===== src/rtl/pipe_reg.sv =====
// pipe_reg: elastic register pipeline of DEPTH stages, WIDTH bits each.
// Valid/ready on both ends, bubble collapsing, synchronous flush and a
// registered occupancy count. Stage 0 faces the input, stage DEPTH-1 drives
// the outputs.
module pipe_reg #(
    parameter int unsigned          WIDTH   = 8,
    parameter int unsigned          DEPTH   = 4,
    parameter logic [WIDTH-1:0]     RST_VAL = '0
) (
    input  logic                        clk,
    input  logic                        rst,
    input  logic                        flush,
    input  logic                        in_valid,
    input  logic [WIDTH-1:0]            in_data,
    output logic                        in_ready,
    output logic                        out_valid,
    output logic [WIDTH-1:0]            out_data,
    input  logic                        out_ready,
    output logic [$clog2(DEPTH+1)-1:0]  count
);

    localparam int unsigned CW = $clog2(DEPTH + 1);

    logic [WIDTH-1:0] stageData_q [DEPTH];
    logic [WIDTH-1:0] stageData_d [DEPTH];
    logic [DEPTH-1:0] stageValid_q;
    logic [DEPTH-1:0] stageValid_d;
    logic [CW-1:0]    count_q;
    logic [CW-1:0]    count_d;

    logic [DEPTH-1:0] advance;
    logic             acceptFire;
    logic             emitFire;

    // A stage may move when it is empty or anything downstream of it can
    // move; a running OR from the output side avoids a self-referencing chain.
    always_comb begin
        logic advAcc;
        advAcc = !stageValid_q[DEPTH-1] | out_ready;
        advance = '0;
        advance[DEPTH-1] = advAcc;
        for (int i = DEPTH - 2; i >= 0; i--) begin
            advAcc = advAcc | !stageValid_q[i];
            advance[i] = advAcc;
        end
    end

    assign in_ready   = advance[0] & !flush;
    assign out_valid  = stageValid_q[DEPTH-1] & !flush;
    assign out_data   = stageData_q[DEPTH-1];
    assign count      = count_q;
    assign acceptFire = in_valid & in_ready;
    assign emitFire   = out_valid & out_ready;

    // Next stage contents: shift on advance, load data only on a valid move
    // so empty stages keep stale data; flush wipes everything.
    always_comb begin
        stageValid_d = stageValid_q;
        stageData_d  = stageData_q;
        if (flush) begin
            stageValid_d = '0;
            for (int i = 0; i < DEPTH; i++) begin
                stageData_d[i] = RST_VAL;
            end
        end else begin
            for (int i = DEPTH - 1; i >= 1; i--) begin
                if (advance[i]) begin
                    stageValid_d[i] = stageValid_q[i-1];
                    if (stageValid_q[i-1]) begin
                        stageData_d[i] = stageData_q[i-1];
                    end
                end
            end
            if (advance[0]) begin
                stageValid_d[0] = in_valid;
                if (in_valid) begin
                    stageData_d[0] = in_data;
                end
            end
        end
    end

    // Occupancy tracks accepts and emits; both or neither leaves it unchanged.
    always_comb begin
        count_d = count_q;
        if (flush) begin
            count_d = '0;
        end else if (acceptFire && !emitFire) begin
            count_d = count_q + CW'(1);
        end else if (emitFire && !acceptFire) begin
            count_d = count_q - CW'(1);
        end
    end

    // State registers with asynchronous reset back to an empty pipeline.
    always_ff @(posedge clk or posedge rst) begin
        if (rst) begin
            stageValid_q <= '0;
            count_q      <= '0;
            for (int i = 0; i < DEPTH; i++) begin
                stageData_q[i] <= RST_VAL;
            end
        end else begin
            stageValid_q <= stageValid_d;
            count_q      <= count_d;
            for (int i = 0; i < DEPTH; i++) begin
                stageData_q[i] <= stageData_d[i];
            end
        end
    end

endmodule


===== config.mk =====
export PLATFORM = sky130hd
export DESIGN_NAME = pipe_reg
export DESIGN_NICKNAME = d
export VERILOG_FILES = /design/src/rtl/pipe_reg.sv
export SDC_FILE = /design/constraint.sdc
export NUM_CORES = 1
export LEC_CHECK = 0
export CAP_MARGIN = 20
export CELL_PAD_IN_SITES_DETAIL_PLACEMENT = 1
export CELL_PAD_IN_SITES_GLOBAL_PLACEMENT = 2
export CORE_MARGIN = 2
export CORE_UTILIZATION = 35
export CTS_CLUSTER_SIZE = 24
export DETAILED_ROUTE_END_ITERATION = 16
export PLACE_DENSITY_LB_ADDON = 0.05
export SLEW_MARGIN = 15
export SYNTH_ARGS = -nofsm -noshare
export SYNTH_HDL_FRONTEND = slang
export SYNTH_SLANG_ARGS = --single-unit
export TNS_END_PERCENT = 5

===== constraint.sdc =====
create_clock -name clk -period 5.02 [get_ports clk]
set_input_delay 1.255 -clock clk [delete_from_list [all_inputs] [get_ports clk]]
set_output_delay 1.255 -clock clk [all_outputs]
set_load 0.02 [all_outputs]

# Yosys cells after proc, flatten, opt, wreduce, memory -nomap -nowiden
# Index checks and enable logic that the tools add are counted.
dict set report word_totals {
  wordCells 58
  reg_bits 39
  inputBits 13
}
dict set report op_classes {
  muxes 17
  n_reduce_logical 22
  n_bitwise 8
  addsub 2
}
# cell n
set op_table {}
lappend op_table {{$mux 8} 8}
lappend op_table {{$mux 32} 1}
lappend op_table {{$reduce_bool 2->1} 8}
lappend op_table {{$mux 3} 3}
lappend op_table {{$reduce_and 2->1} 4}
lappend op_table {{$logic_not 1->1} 7}
lappend op_table {{$and 1x1->1} 4}
lappend op_table {{$mux 1} 4}
lappend op_table {{$mux 4} 1}
lappend op_table {{$or 1x1->1} 4}
lappend op_table {{$add 3x1->3 const B} 1}
lappend op_table {{$reduce_bool 3->1} 1}
lappend op_table {{$sub 3x1->3 const B} 1}
lappend op_table {{$logic_and 1x1->1} 2}

# Logic depth before layout (Yosys ltp)
# Gate-level depths: netlist of run 1.
dict set report depth {
  ltp_word 12
  mapped_depth 8
}

# Least setup slack after synthesis of run 1
# No wires, ideal clock.
dict set report synth_path {
  path_type {input-to-output}
  from {input flush}
  to {output in_ready}
  stages 3
  t_arrival_ns 1.957
  setup_slack_ns 1.808
  path_cell_list {buf_2 -> buf_2 -> a31oi_1}
}
dict set report synth_via {
  elab_chain_cells 2
}
# item line_no
set synth_rtl {}
lappend synth_rtl {{start: declaration} 12} ;# input logic flush,
lappend synth_rtl {{$logic_not 1->1} 48} ;# assign in_ready = advance[0] & !flush;
lappend synth_rtl {{$and 1x1->1} 48}
lappend synth_rtl {{end: declaration} 15} ;# output logic in_ready,
# No other way between the ends.

# Worst setup path in the final report of run 1
dict set report layout_path {
  from {input out_ready}
  to {output in_ready}
}
dict set report layout_via {
  elab_chain_cells 5
}
# item line_no
set layout_rtl {}
lappend layout_rtl {{start: declaration} 18} ;# input logic out_ready,
lappend layout_rtl {{$or 1x1->1} 39} ;# advAcc = !stageValid_q[DEPTH-1] | out_ready;
lappend layout_rtl {{$or 1x1->1 (3 in series)} 43} ;# advAcc = advAcc | !stageValid_q[i];
lappend layout_rtl {{$and 1x1->1} 48}
# No other way between the ends.

==> flow_summary_export.csv, run 1 <==
group,metric,value,unit
place,last_weighted_congestion_value_of_the_routability_driven_placer,0.752,
cts,cts_tree,"yes",
logic_synthesis,yosys.cell_count.top_type,"dfrtp_1",
sta,fin_crit_sh,84.3,%
cts,ctsHtreeMaxLevel,2,
pwr,power_switching,0.000156,W
place,placedCellCount,251,
cts,clk_latency,290,ps
drt,drtAntennaViolNets,0,
grt,globalRouteOverflowTotal,0,
sta,setup-violations-final,0,
pwr,pwr_density_cell,301,nW/um^2
logic_synthesis,leading_area_contributor_after_synthesis,"dfrtp_1",
cts,hold_fix_buffers_cts,0,
place,dpl-instance-area,2120,um^2
job,maxCapViolations,0,
logic_synthesis,synth_enable_flop_cells,0,
pwr,seqPwrFrac,49.0,%
sta,final-hold-violation-count,0,
pwr,peakVddDrop,0.136,mV
grt,grt_start_max_net_pins,40,
die,coreArea,5140,um^2
finish,finalNetCount,202,
sta,slew_violations,0,
logic_synthesis,area_share_of_xor_xnor_cells_in_the_synthesized_design,0,%
logic_synthesis,synth.top_cells.by_area,"dfrtp_1 (52%), mux2i_1 (8.5%), nand2b_1 (8.3%)",
logic_synthesis,synth_compound_gate_area_share,12.4,%
sta,setup_tns,0,ps
die,die-area,5980,um^2
cts,cts.repair.resized,0,
cts,post-cts-setup-buffers,0,
logic_synthesis,synth-main-ff-cell,"dfrtp_1",
die,die_h,77.4,um
pwr,switching_share,23.0,%
sta,max_clock_freq,236,MHz
cts,cts-buffers-inserted,5,
pwr,static-leakage-power,0.977,nW
grt,global_route.usage.total,13.6,%
place,dpl.hpwl,2590,um
cts,cts_max_path_bufs,2,
logic_synthesis,synth_simple_gate_area_share,17.1,%
logic_synthesis,combinational_family_with_the_most_area_after_synthesis,"simple AND/OR/NAND/NOR gates",
die,core.rowCount,26,
critical_path,worst-path-max-fanout,7,
pwr,power_frac_comb,10.8,%
critical_path,endpoint_kind,"output port",
finish,final_layout_size_suffix_gt1_share,6.88,%
critical_path,timing.setup.critical_path_class,"input port to output port",
min_path,hold_path.class,"flip-flop to flip-flop",
die,initial_cell_density_of_the_core,36.6,%
grt,number_of_global_route_vias_before_repair,1324,
grt,grt_first_pass_wirelength,6520,um
logic_synthesis,synth-seq-cells,39,
pwr,power_report.internal_total,0.000520,W
pwr,p_clk_share,40.1,%
drt,detail_route.first_pass.iterations,4,
drt,wl_per_cell,14.1,um
sta,relSlewSlack,34.7,%
cts,cts-root-buf,"clkbuf_8",
sta,clock-skew-final,4.05,ps
logic_synthesis,synthesis_warnings,0,
drt,via_per_inst,4.85,
finish,area_growth,19.1,%
logic_synthesis,syn-instance-count,172,
logic_synthesis,synth-async-reset-ratio,100,%
finish,fillerInstances,599,
logic_synthesis,synth_cell_types,30,
critical_path,critPathArrivalTime,2980,ps
finish,n_antenna_cell,0,
cts,clock_sink_count,39,
outcome,outcome,"finished clean",
place,port-buffer-count,25,
logic_synthesis,post_synth_mux_area_share,10.3,%
logic_synthesis,synth_cell_count_leaders,"dfrtp_1 (39), nand2b_1 (25), mux2i_1 (16)",
logic_synthesis,avgSynthCellArea,10.9,um^2
logic_synthesis,ys_seq_area_share,51.8,%
drt,routed-via-count,1256,
sta,timing.final.crit_period,4230,ps
finish,design_area,2240,um^2
die,floorplan.die.width,77.4,um
logic_synthesis,post-synth-top-area-fraction,51.8,%
logic_synthesis,synth_nets,186,
finish,layoutNonFillerInstCount,259,
drt,drt_iter0_drc,56,
logic_synthesis,adder_cell_share_of_the_synthesized_area,1.06,%
cts,worst_setup_hold_path_clk_slew,70,ps
sta,rsz0062_at_grt,"no",
critical_path,timing.critical_path.required,3760,ps
finish,area.sequential,976,um^2
critical_path,startpoint_type,"input port",
grt,grt_antenna_before_repair,0,
finish,multi_input_gate_area_in_the_final_layout,769,um^2
logic_synthesis,synth.cell_area,1880,um^2
drt,remaining_drc_errors,0,
sta,worstMarginPinSlew,978,ps
drt,drt_wl_total,3650,um
die,io_pins,26,
flip-flops by register name, indices dropped and copies added, names as in the netlist:
| signal | cells |
|---|---|
| stageData_q | 24 |
| count | 3 |
| stageValid_q | 4 |
| out_data | 8 |
area by class of cell:
type | count | area share, %
well taps | 70 | 3.91
repair buffers | 28 | 12.2
clock buffers | 6 | 3.68
inverters | 5 | 0.837
multi-input cells | 109 | 34.3
clock inverters | 2 | 1.56
flip-flops and latches | 39 | 43.5
power by group through the flow:
stage / Combinational, W / Sequential (W) / Clock (W)
global placement: 0.0000719 / 0.000337 / 0
floorplan: 0.0000445 / 0.000338 / 0
CTS: 0.0000750 / 0.000331 / 0.000281
finish: 0.0000731 / 0.000331 / 0.000271
detailed placement: 0.0000747 / 0.000337 / 0
global route: 0.0000820 / 0.000333 / 0.000291
logic make-up (layout without fill, tap and decap cells):
family                     count (synthesis)  after routing
and+or+nand+nor                           54             54
DFF                                       39             39
AOI/OAI and AO/OA                         35             35
buffers and inverters                     24             41
muxes                                     19             19
adders and majority gates                  1              1
cell usage in the layout, fill, tap and decap left out, drive strengths merged:
cell           netlist  final
a221oi               1      1
and3b                2      2
and2b                1      1
a21boi               2      2
dfrtp               39     39
a21oi               13     13
clkinv               0      1
clkbuf               4      6
a31oi                3      3
nor2b                3      3
clkdlybuf4s50        0     25
mux2                 3      3
o21ai                8      8
nor2                 9      9
nand3b               1      1
nand4                1      1
fa                   1      1
inv                  5      5
nand2                1      1
nand2b              25     25
bufinv               0      1
nor3b                2      2
nand3                9      9
a22o                 8      8
mux2i               16     16
buf                 15      3
worst paths after layout:
| path | cells past startpoint | slack [ps] | endpoint | startpoint |
|---|---|---|---|---|
| min in group asynchronous | 3 | 1390 | out_data[7]$_DFFE_PP0P_ | rst |
| min | 1 | 500 | stageData_q[15]$_DFFE_PP0P_ | stageData_q[23]$_DFFE_PP0P_ |
| max reg2reg | 6 | 2910 | count[2]$_DFFE_PP0P_ | stageValid_q[2]$_DFFE_PP0P_ |
| max in group asynchronous | 3 | 3280 | count[2]$_DFFE_PP0P_ | rst |
| min reg2reg | 1 | 500 | stageData_q[15]$_DFFE_PP0P_ | stageData_q[23]$_DFFE_PP0P_ |
| max | 4 | 790 | in_ready | out_ready |
stage by stage:
step / setup slack [ps] / total power (W) / hold WS [ps] / util [%]
after CTS: 784 / 0.000687 / 507 / 43.6
after global routing: 693 / 0.000705 / 519 / 43.6
after detailed placement: 793 / 0.000412 / 488 / 41.3
final: 787 / 0.000676 / 499 / 43.6
after floorplan: 1810 / 0.000383 / 467 / -
after global placement: 828 / 0.000409 / 483 / 41.3
worst max-delay path, stage by stage:
cell,delay (ps)
clkdlybuf4s50_1,570
and3b_1,320
a31oi_1,200
clkdlybuf4s50_1,620
metal layers:
metal	GRT usage (%)	wire, um	part of all wire (%)
met5	0	0	0
met4	3.75	51	1.4
met3	3.60	156	4.3
met2	22.6	1750	48
met1	17.5	1690	46
Note: power is estimated with default switching activity, not from simulation.
==> run 2, diff against run 1 <==
==> constraint.sdc (replaced) <==
create_clock -name clk -period 4.05 [get_ports clk]
set_input_delay 1.0125 -clock clk [delete_from_list [all_inputs] [get_ports clk]]
set_output_delay 1.0125 -clock clk [all_outputs]
set_load 0.02 [all_outputs]
==> flow_summary_export.csv, run 2 (synthesis gave the netlist of run 1 again) <==
group,metric,value,unit
cts,hold_fix_buffers_cts,0,
critical_path,timing.critical_path.required,3040,ps
outcome,outcome,"finished clean",
cts,cts-buffers-inserted,5,
place,last_weighted_congestion_value_of_the_routability_driven_placer,0.787,
sta,fin_crit_sh,88.9,%
sta,slew_violations,0,
pwr,power_switching,0.000195,W
sta,setup-violations-final,0,
cts,cts_tree,"yes",
critical_path,critPathArrivalTime,2590,ps
die,coreArea,5140,um^2
pwr,peakVddDrop,0.259,mV
grt,grt_busiest_layer,"met2",
sta,clock-skew-final,7.26,ps
cts,clk_latency,290,ps
finish,final_layout_size_suffix_gt1_share,8.33,%
drt,drtAntennaViolNets,0,
die,core.rowCount,26,
critical_path,cp_common_cell,"clkdlybuf4s50_1",
pwr,seqPwrFrac,49.8,%
critical_path,timing.critical_path.buf_inv,2,
drt,via_per_inst,4.83,
pwr,switching_share,23.7,%
pwr,power_frac_comb,11.2,%
sta,setup_tns,0,ps
min_path,hold_path.class,"flip-flop to flip-flop",
critical_path,endpoint_kind,"output port",
critical_path,worst-path-max-fanout,7,
grt,grt_first_pass_wirelength,6570,um
die,floorplan.die.width,77.4,um
die,die-area,5980,um^2
drt,drt_wl_total,3740,um
cts,cts.repair.resized,0,
critical_path,timing.setup.critical_path_class,"input port to output port",
drt,remaining_drc_errors,0,
finish,postLayoutCoreUtil,44.0,%
cts,ctsHtreeMaxLevel,2,
place,placedCellCount,254,
grt,number_of_global_route_vias_before_repair,1369,
die,io_pins,26,
grt,global_route.usage.total,13.6,%
cts,cts_max_path_bufs,2,
finish,layout_common_cells,"dfrtp_1 (39), nand2b_1 (25), clkdlybuf4s50_1 (25)",
drt,detail_route.first_pass.iterations,4,
grt,grt_start_max_net_pins,40,
drt,drt_iter0_drc,40,
die,initial_cell_density_of_the_core,36.6,%
grt,grt_antenna_before_repair,0,
finish,layout_commonest_cell,"dfrtp_1",
sta,rsz0062_at_grt,"no",
grt,use_met1,17.8,%
pwr,power_report.internal_total,0.000629,W
critical_path,slowest_stage,"clkdlybuf4s50_1",
pwr,pwr_density_cell,365,nW/um^2
critical_path,worst_path_dominant_cell_family,"buffers and inverters",
place,post-place-ws,449,ps
critical_path,startpoint_type,"input port",
place,dpl.hpwl,2690,um
pwr,p_clk_share,39.0,%
job,maxCapViolations,0,
grt,globalRouteOverflowTotal,0,
sta,worstMarginPinSlew,602,ps
cts,clock_sink_count,39,
finish,largest_register_ffs,24,
sta,max_clock_freq,278,MHz
finish,fillerInstances,581,
finish,finalNetCount,205,
drt,routed-via-count,1266,
sta,timing.final.crit_period,3600,ps
pwr,static-leakage-power,0.989,nW
sta,postLayoutSetupSlackWorst,451,ps
finish,area_growth,20.0,%
grt,groute.layer.met2.usage,22.3,%
cts,post-cts-setup-buffers,0,
sta,relSlewSlack,59.8,%
cts,worst_setup_hold_path_clk_slew,80,ps
grt,met3_usage,3.49,%
critical_path,crit_path_cell_trace,"clkdlybuf4s50_1 > and3b_1 > a31oi_1 > clkdlybuf4s50_1",
place,port-buffer-count,25,
finish,n_antenna_cell,0,
critical_path,max_stage_delay,620,ps
die,die_h,77.4,um
finish,largest_register,"stageData_q",
cts,cts-root-buf,"clkbuf_8",
drt,wl_per_cell,14.3,um
finish,layoutNonFillerInstCount,262,
sta,final-hold-violation-count,0,
-- run 2: final cells by class --
cell class	count	area (um^2)	area share (%)
Clock buffer	5	68.8	3.05
Clock inverter	3	43.8	1.94
Inverter	5	18.8	0.831
Multi-Input combinational cell	109	769	34.1
Sequential cell	39	976	43.2
Tap cell	70	87.6	3.88
Timing Repair Buffer	31	295	13.1
-- run 2: metrics by stage --
| stage | power, W | cell area (um^2) | hold slack (ps) |
|---|---|---|---|
| after floorplan | 0.000474 | 1880 | 467 |
| after global placement | 0.000507 | 2150 | 482 |
| after detailed placement | 0.000513 | 2150 | 482 |
| after CTS | 0.000840 | 2260 | 496 |
| after global routing | 0.000870 | 2260 | 530 |
| final | 0.000824 | 2260 | 493 |
-- run 2: path summary, 6_finish.rpt --
path	startpoint	end	slack, ps	depth (start not counted)
min in group asynchronous	rst	out_data[5]$_DFFE_PP0P_	1150	3
max in group asynchronous	rst	count[2]$_DFFE_PP0P_	2540	3
worst min-delay path	stageData_q[20]$_DFFE_PP0P_	stageData_q[12]$_DFFE_PP0P_	490	1
worst min register to register	stageData_q[20]$_DFFE_PP0P_	stageData_q[12]$_DFFE_PP0P_	490	1
worst max-delay path	out_ready	in_ready	450	4
worst max register to register	stageValid_q[2]$_DFFE_PP0P_	count[2]$_DFFE_PP0P_	1960	6
-- run 2: power groups by stage --
stage / Clock [W] / Sequential, W / Combinational [W]
5_1_grt: 0.000354 / 0.000413 / 0.000103
3_3_place_gp: 0 / 0.000418 / 0.0000897
4_1_cts: 0.000335 / 0.000410 / 0.0000948
3_5_place_dp: 0 / 0.000418 / 0.0000945
6_report: 0.000322 / 0.000410 / 0.0000924
2_1_floorplan: 0 / 0.000419 / 0.0000552
-- run 2: metal layers --
| layer | vias up | share of wire [%] |
|---|---|---|
| li1 | 618 | - |
| met1 | 618 | 46 |
| met2 | 26 | 50 |
| met3 | 4 | 3.2 |
| met4 | 0 | 0.67 |
| met5 | - | 0 |
